===== src/rtl/comb_filter_ctrl.sv =====
// comb_filter_ctrl
// Sequencer for the I/Q comb filter stage. It brings the filter out of reset and
// drains its feedback history with zeros. It then feeds live data while the output
// stays on the raw path, and once the filter has settled it switches the output to
// the filtered path. Disable and restart requests abort or re-run the sequence.
// The raw path is delayed one clock so that both paths reach the output register
// with the same 2-clock latency, which keeps the switchover seamless.

module comb_filter_ctrl #(
   parameter int BIT_WIDTH     = 16,
   parameter int FLUSH_CYCLES  = 64,
   parameter int SETTLE_CYCLES = 256,
   parameter int CNT_WIDTH     = 10
) (
   input  logic                 clock,
   input  logic                 reset,
   input  logic                 enable_req,
   input  logic                 restart,
   input  logic [BIT_WIDTH-1:0] i_raw,
   input  logic [BIT_WIDTH-1:0] q_raw,
   output logic                 filt_reset,
   output logic [BIT_WIDTH-1:0] filt_i_in,
   output logic [BIT_WIDTH-1:0] filt_q_in,
   input  logic [BIT_WIDTH-1:0] i_filt,
   input  logic [BIT_WIDTH-1:0] q_filt,
   output logic [BIT_WIDTH-1:0] i_out,
   output logic [BIT_WIDTH-1:0] q_out,
   output logic                 filt_active,
   output logic                 busy
);

   typedef enum logic [1:0] {
      BYPASS = 2'd0,
      FLUSH  = 2'd1,
      SETTLE = 2'd2,
      RUN    = 2'd3
   } state_t;

   localparam logic [CNT_WIDTH-1:0] FLUSH_LOAD  = CNT_WIDTH'(FLUSH_CYCLES - 1);
   localparam logic [CNT_WIDTH-1:0] SETTLE_LOAD = CNT_WIDTH'(SETTLE_CYCLES - 1);
   localparam logic [CNT_WIDTH-1:0] CNT_ONE     = CNT_WIDTH'(1);

   state_t               state;
   state_t               state_next;
   logic [CNT_WIDTH-1:0] count;
   logic [CNT_WIDTH-1:0] count_next;
   logic [BIT_WIDTH-1:0] raw_i_d;
   logic [BIT_WIDTH-1:0] raw_q_d;

   // State and duration counter register; the counter is always reloaded on entry to a timed state
   always_ff @(posedge clock) begin
      if (reset) begin
         state <= BYPASS;
         count <= '0;
      end else begin
         state <= state_next;
         count <= count_next;
      end
   end

   // Next-state logic: disable beats restart, restart beats the normal timed progression
   always_comb begin
      state_next = state;
      count_next = count;
      if (state == BYPASS) begin
         if (enable_req) begin
            state_next = FLUSH;
            count_next = FLUSH_LOAD;
         end
      end else if (!enable_req) begin
         state_next = BYPASS;
         count_next = '0;
      end else if (restart) begin
         state_next = FLUSH;
         count_next = FLUSH_LOAD;
      end else begin
         case (state)
            FLUSH: begin
               if (count == '0) begin
                  state_next = SETTLE;
                  count_next = SETTLE_LOAD;
               end else begin
                  count_next = count - CNT_ONE;
               end
            end
            SETTLE: begin
               if (count == '0) begin
                  state_next = RUN;
               end else begin
                  count_next = count - CNT_ONE;
               end
            end
            default: begin
               state_next = state;
            end
         endcase
      end
   end

   // Status and filter drive decoded from the state register; zeros are fed while flushing or held in reset
   always_comb begin
      filt_reset  = (state == BYPASS);
      busy        = (state == FLUSH) || (state == SETTLE);
      filt_active = (state == RUN);
      filt_i_in   = '0;
      filt_q_in   = '0;
      if ((state == SETTLE) || (state == RUN)) begin
         filt_i_in = i_raw;
         filt_q_in = q_raw;
      end
   end

   // Output path: raw samples get one delay stage to match the filter latency, then the selected path is registered
   always_ff @(posedge clock) begin
      if (reset) begin
         raw_i_d <= '0;
         raw_q_d <= '0;
         i_out   <= '0;
         q_out   <= '0;
      end else begin
         raw_i_d <= i_raw;
         raw_q_d <= q_raw;
         i_out   <= (state == RUN) ? i_filt : raw_i_d;
         q_out   <= (state == RUN) ? q_filt : raw_q_d;
      end
   end

endmodule


===== config.mk =====
export PLATFORM = sky130hd
export DESIGN_NAME = comb_filter_ctrl
export DESIGN_NICKNAME = d
export VERILOG_FILES = /design/src/rtl/comb_filter_ctrl.sv
export SDC_FILE = /design/constraint.sdc
export NUM_CORES = 1
export LEC_CHECK = 0
export CORE_MARGIN = 3
export CORE_UTILIZATION = 45
export DETAILED_ROUTE_END_ITERATION = 10
export PLACE_DENSITY = 0.95
export SLEW_MARGIN = 10
export SYNTH_ARGS = -nofsm -noshare
export SYNTH_HDL_FRONTEND = slang
export SYNTH_SLANG_ARGS = --single-unit

===== constraint.sdc =====
create_clock -name clock -period 3.2 [get_ports clock]
set_input_delay 0.64 -clock clock [delete_from_list [all_inputs] [get_ports clock]]
set_output_delay 0.64 -clock clock [all_outputs]
set_load 0.02 [all_outputs]

==> results of run 1 <==
report_power, final:
part | switching [W] | internal, W
clock | 0.000349 | 0.000404
combinational | 0.000204 | 0.000224
sequential | 0.0000292 | 0.000999
total | 0.000582 | 0.00163
repair_timing:
action / in CTS / in global routing
resized for setup: 1 / 0
buffers inserted: 0 / 0
hold buffers: 0 / 0
setup endpoints to repair: 7 / 0
sequential cells by signal (all words and copies together), names as in the netlist:
name / cells
i_out: 16
q_out: 16
raw_i_d: 16
raw_q_d: 16
count: 10
state: 2
metrics by stage:
stage          total power [W]  worst slack (ns)
2_1_floorplan          0.00128              1.03
6_report               0.00221             0.224
3_3_place_gp           0.00146             0.462
3_5_place_dp           0.00148             0.369
4_1_cts                0.00223             0.184
5_1_grt                0.00230            0.0741
path summary, 6_finish.rpt:
check | from | end | slack [ns]
setup reg to reg | state[0]$_SDFFE_PP0P_ | count[4]$_SDFFE_PP0P_ | 0.91
hold / removal | raw_i_d[11]$_SDFF_PP0_ | i_out[11]$_SDFF_PP0_ | 0.46
setup / recovery | state[0]$_SDFFE_PP0P_ | filt_q_in[10] | 0.22
hold reg to reg | raw_i_d[11]$_SDFF_PP0_ | i_out[11]$_SDFF_PP0_ | 0.46
routing by layer:
layer | up-vias | part of all wire
met4 | 0 | 0.0075
li1 | 1290 | -
met1 | 1233 | 0.43
met3 | 5 | 0.061
met2 | 104 | 0.50
met5 | - | 0
cells in the mapped netlist, types with 2 or more instances:
library cell,n
sky130_fd_sc_hd__dfxtp_1,76
sky130_fd_sc_hd__nor2b_1,69
sky130_fd_sc_hd__a221o_1,3
sky130_fd_sc_hd__or3b_2,2
sky130_fd_sc_hd__buf_1,4
sky130_fd_sc_hd__nand2_1,5
sky130_fd_sc_hd__a21oi_1,5
sky130_fd_sc_hd__inv_1,6
sky130_fd_sc_hd__a31oi_1,3
sky130_fd_sc_hd__a22o_1,3
sky130_fd_sc_hd__nand3_1,3
sky130_fd_sc_hd__ha_1,5
sky130_fd_sc_hd__o21ai_0,8
sky130_fd_sc_hd__nor2_1,36
sky130_fd_sc_hd__mux2i_1,32
sky130_fd_sc_hd__nor3_1,8
sky130_fd_sc_hd__clkbuf_1,11
sky130_fd_sc_hd__or3_1,3
kinds of logic after synthesis:
family | after synthesis | synth area share
muxes | 32 | 0.105
adders and majority gates | 5 | 0.0205
DFF | 76 | 0.499
buffers and inverters | 23 | 0.0320
and+or+nand+nor | 137 | 0.259
AOI/OAI and AO/OA | 32 | 0.0849
worst register-to-register path, cell delays in order (launching register included):
cell and delay (ns):
sky130_fd_sc_hd__dfxtp_1 0.38, sky130_fd_sc_hd__inv_1 0.10, sky130_fd_sc_hd__ha_1 0.25, sky130_fd_sc_hd__or3b_4 0.51, sky130_fd_sc_hd__nor4_4 0.44, sky130_fd_sc_hd__nor3b_2 0.15
sky130_fd_sc_hd__a221o_1 0.35
layout make-up:
cell class	count	area (um2)
fill	487	1800
clock inverter	5	58.8
inverter	6	22.5
tap	77	96.3
sequential	76	1520
clock buffer	11	151
multi-input combinational	206	1440
timing repair buffer	138	1370
==> impl.org, run 1 <==
** Yosys
- Total of warnings raised by yosys :: 0
- Dividing the synthesized area by the synthesized cell count gives 10.0 um2.
- EDFF count, synth :: 0
- The synthesized netlist contains 41 unique library cells.
- Main flop type after synthesis :: sky130_fd_sc_hd__dfxtp_1
- Fraction of post-synthesis cell area in the top cell type by area :: 0.499
- FFs w/ async S/R, synth :: 0
- For this run, the register share of the synthesized area comes to 0.499.
- The number of nets handed over by synthesis was 378.
- In the post-synthesis netlist, the biggest area contributors are sky130_fd_sc_hd__dfxtp_1 (50%), sky130_fd_sc_hd__nor2b_1 (14%), sky130_fd_sc_hd__mux2i_1 (11%), sky130_fd_sc_hd__nor2_1 (4.4%), sky130_fd_sc_hd__ha_1 (2.1%).
- Flop and latch count out of synthesis :: 76
- Cell count after synthesis :: 305
- Synthesized cell area :: 3050 um2
- The biggest area contributor in the post-synthesis netlist is sky130_fd_sc_hd__dfxtp_1.

** Finish
- Leaving out filler cells and counting taps, the final layout contains 519.
- The library cell used most frequently in the layout, excluding fill and tap cells, is sky130_fd_sc_hd__clkdlybuf4s50_1.
- Fraction of final layout cells with drive strength greater than 1 :: 0.0814
- Post-layout util :: 0.721
- The repair_antennas step left the layout with diodes totalling 0.
- Post-layout net count :: 510
- The area growth from synthesis to layout is 52.7%.
- Top library cells by usage in the layout, fill and taps aside :: sky130_fd_sc_hd__clkdlybuf4s50_1 (133), sky130_fd_sc_hd__dfxtp_1 (76), sky130_fd_sc_hd__nor2b_1 (69)
- Post-route cell area :: 4660 um2

** STA
- Slew Limit Headroom :: 0.524
- Hold timing on the final database bottoms out at a slack of 0.463 ns.
- Max-slew violation count :: 0
- Final Cycle Share :: 0.930
- The final number of hold-violating endpoints is 0.
- Final sum of negative setup slack :: 0 ns
- Max Clk Rate :: 336 MHz
- For the final database, setup skew stands at 0.00775 ns.
- Final setup fails :: 0
- Transition at the pin with the smallest max-transition slack :: 0.709 ns
- Setup repair after global routing left no endpoint under its margin.
- The routed design could run at a clock period as short as 2.98 ns.

** Setup path
- The critical path contains buffers and inverters numbering 3 combined.
- Worst reg-to-reg path cell count :: 6
- Master of the slowest instance on the critical path :: sky130_fd_sc_hd__clkdlybuf4s50_1
- At the worst endpoint, the required time is 2.56 ns.
- Kind of cell adding the most delay to the critical path :: buffers and inverters
- STA classifies the critical path startpoint as a flop.
- STA classifies the critical path endpoint as an output port.
- The critical path goes through inv_1 > ha_1 > nor2_4 > buf_4 > nor2b_1 > clkdlybuf4s50_1.
- By startpoint and endpoint, the worst setup path is classified as reg2out.
- Crit-path max cell delay :: 0.54 ns
- Crit Path Max Fanout :: 20
- Arrival time of the worst setup path :: 2.34 ns
- Stages on worst setup path :: 6

** Routing
- Via total after detailed routing :: 2632
- Detailed Routing Iterations Pass 1 :: 4
- Once detail routing completed, the nets flagged for antenna violations numbered 0.
- In the final routed layout, each cell accounts on average for 15.3 um.
- First-iteration detailed-routing DRC count :: 65
- The final layout contains routed wiring with a total length of 7.96 mm.
- After detailed routing, the number of vias per cell comes to 5.07.
- DRC violations left :: 0

** Placed design
- Final weighted congestion of routability-driven global placement :: 0.824
- Buffers placed on the I/O ports in this run total 134.
- The placed instances occupy a cell area of 4440 um2.
- After legalization and detailed placement, the total HPWL measured 5.78 mm.
- Including well taps, the total number of placed cells is 503.

** GRT
- Overall global routing resource usage :: 0.201
- GRT overflow :: 0
- For met1 alone, demand over resource in global routing was 0.241.
- Grt peak-use layer :: met2
- In the global route stage, met3 resource usage came out at 0.0475.
- In the global route stage, met2 resource usage came out at 0.349.
- The first global-routing pass estimated 12.1 mm of wire.
- Number of global-route vias before repair :: 2560
- The number of antenna violations at the first check in global routing is 0.
- Maximum number of pins on one net before global-route repair :: 61

** Die
- Number of top-level pins :: 135
- Die Span Y :: 88.3 um
- Die boundary width :: 88.3 um
- After floorplanning, the core was sized to cover 6460 um2.
- The floorplan has 29 rows.
- Initial Util :: 0.472
- Die area :: 7800 um2

** Clock tree
- In this run the clock root is driven by a sky130_fd_sc_hd__clkbuf_8.
- Deepest level of the CTS H-tree :: 3
- Clock tree from TritonCTS :: built
- Maximum count of clock buffers along a single path :: 2
- Later-pin clock latency in the skew report :: 0.33 ns
- Clock sinks :: 76
- Num CTS Buffers :: 9
- Clock transition time at the flip-flop clock pins of the worst setup and hold paths :: 0.08 ns

** Hold path
- Along the worst hold path, the cell count comes to 2.
- The worst hold path belongs to the class reg2reg.

** Pwr
- Leak :: 1.70 nW
- The worst-case IR drop observed on VDD is 0.251 mV.
- Pwr Density :: 474 nW/um2

** Run
- Max-cap violations in this run came to 0.

** Outcome
- Status :: complete, no violations
Power figures use the tool's default switching activity.
==> inputs of run 2 (changes only) <==
--- a/config.mk
+++ b/config.mk
@@ -9,6 +9,7 @@
 export CORE_UTILIZATION = 45
 export DETAILED_ROUTE_END_ITERATION = 10
 export PLACE_DENSITY = 0.95
+export SKIP_LAST_GASP = 1
 export SLEW_MARGIN = 10
 export SYNTH_ARGS = -nofsm -noshare
 export SYNTH_HDL_FRONTEND = slang
==> results of run 2 <==
Final layout, timing and power as in run 1 (identical DEF).
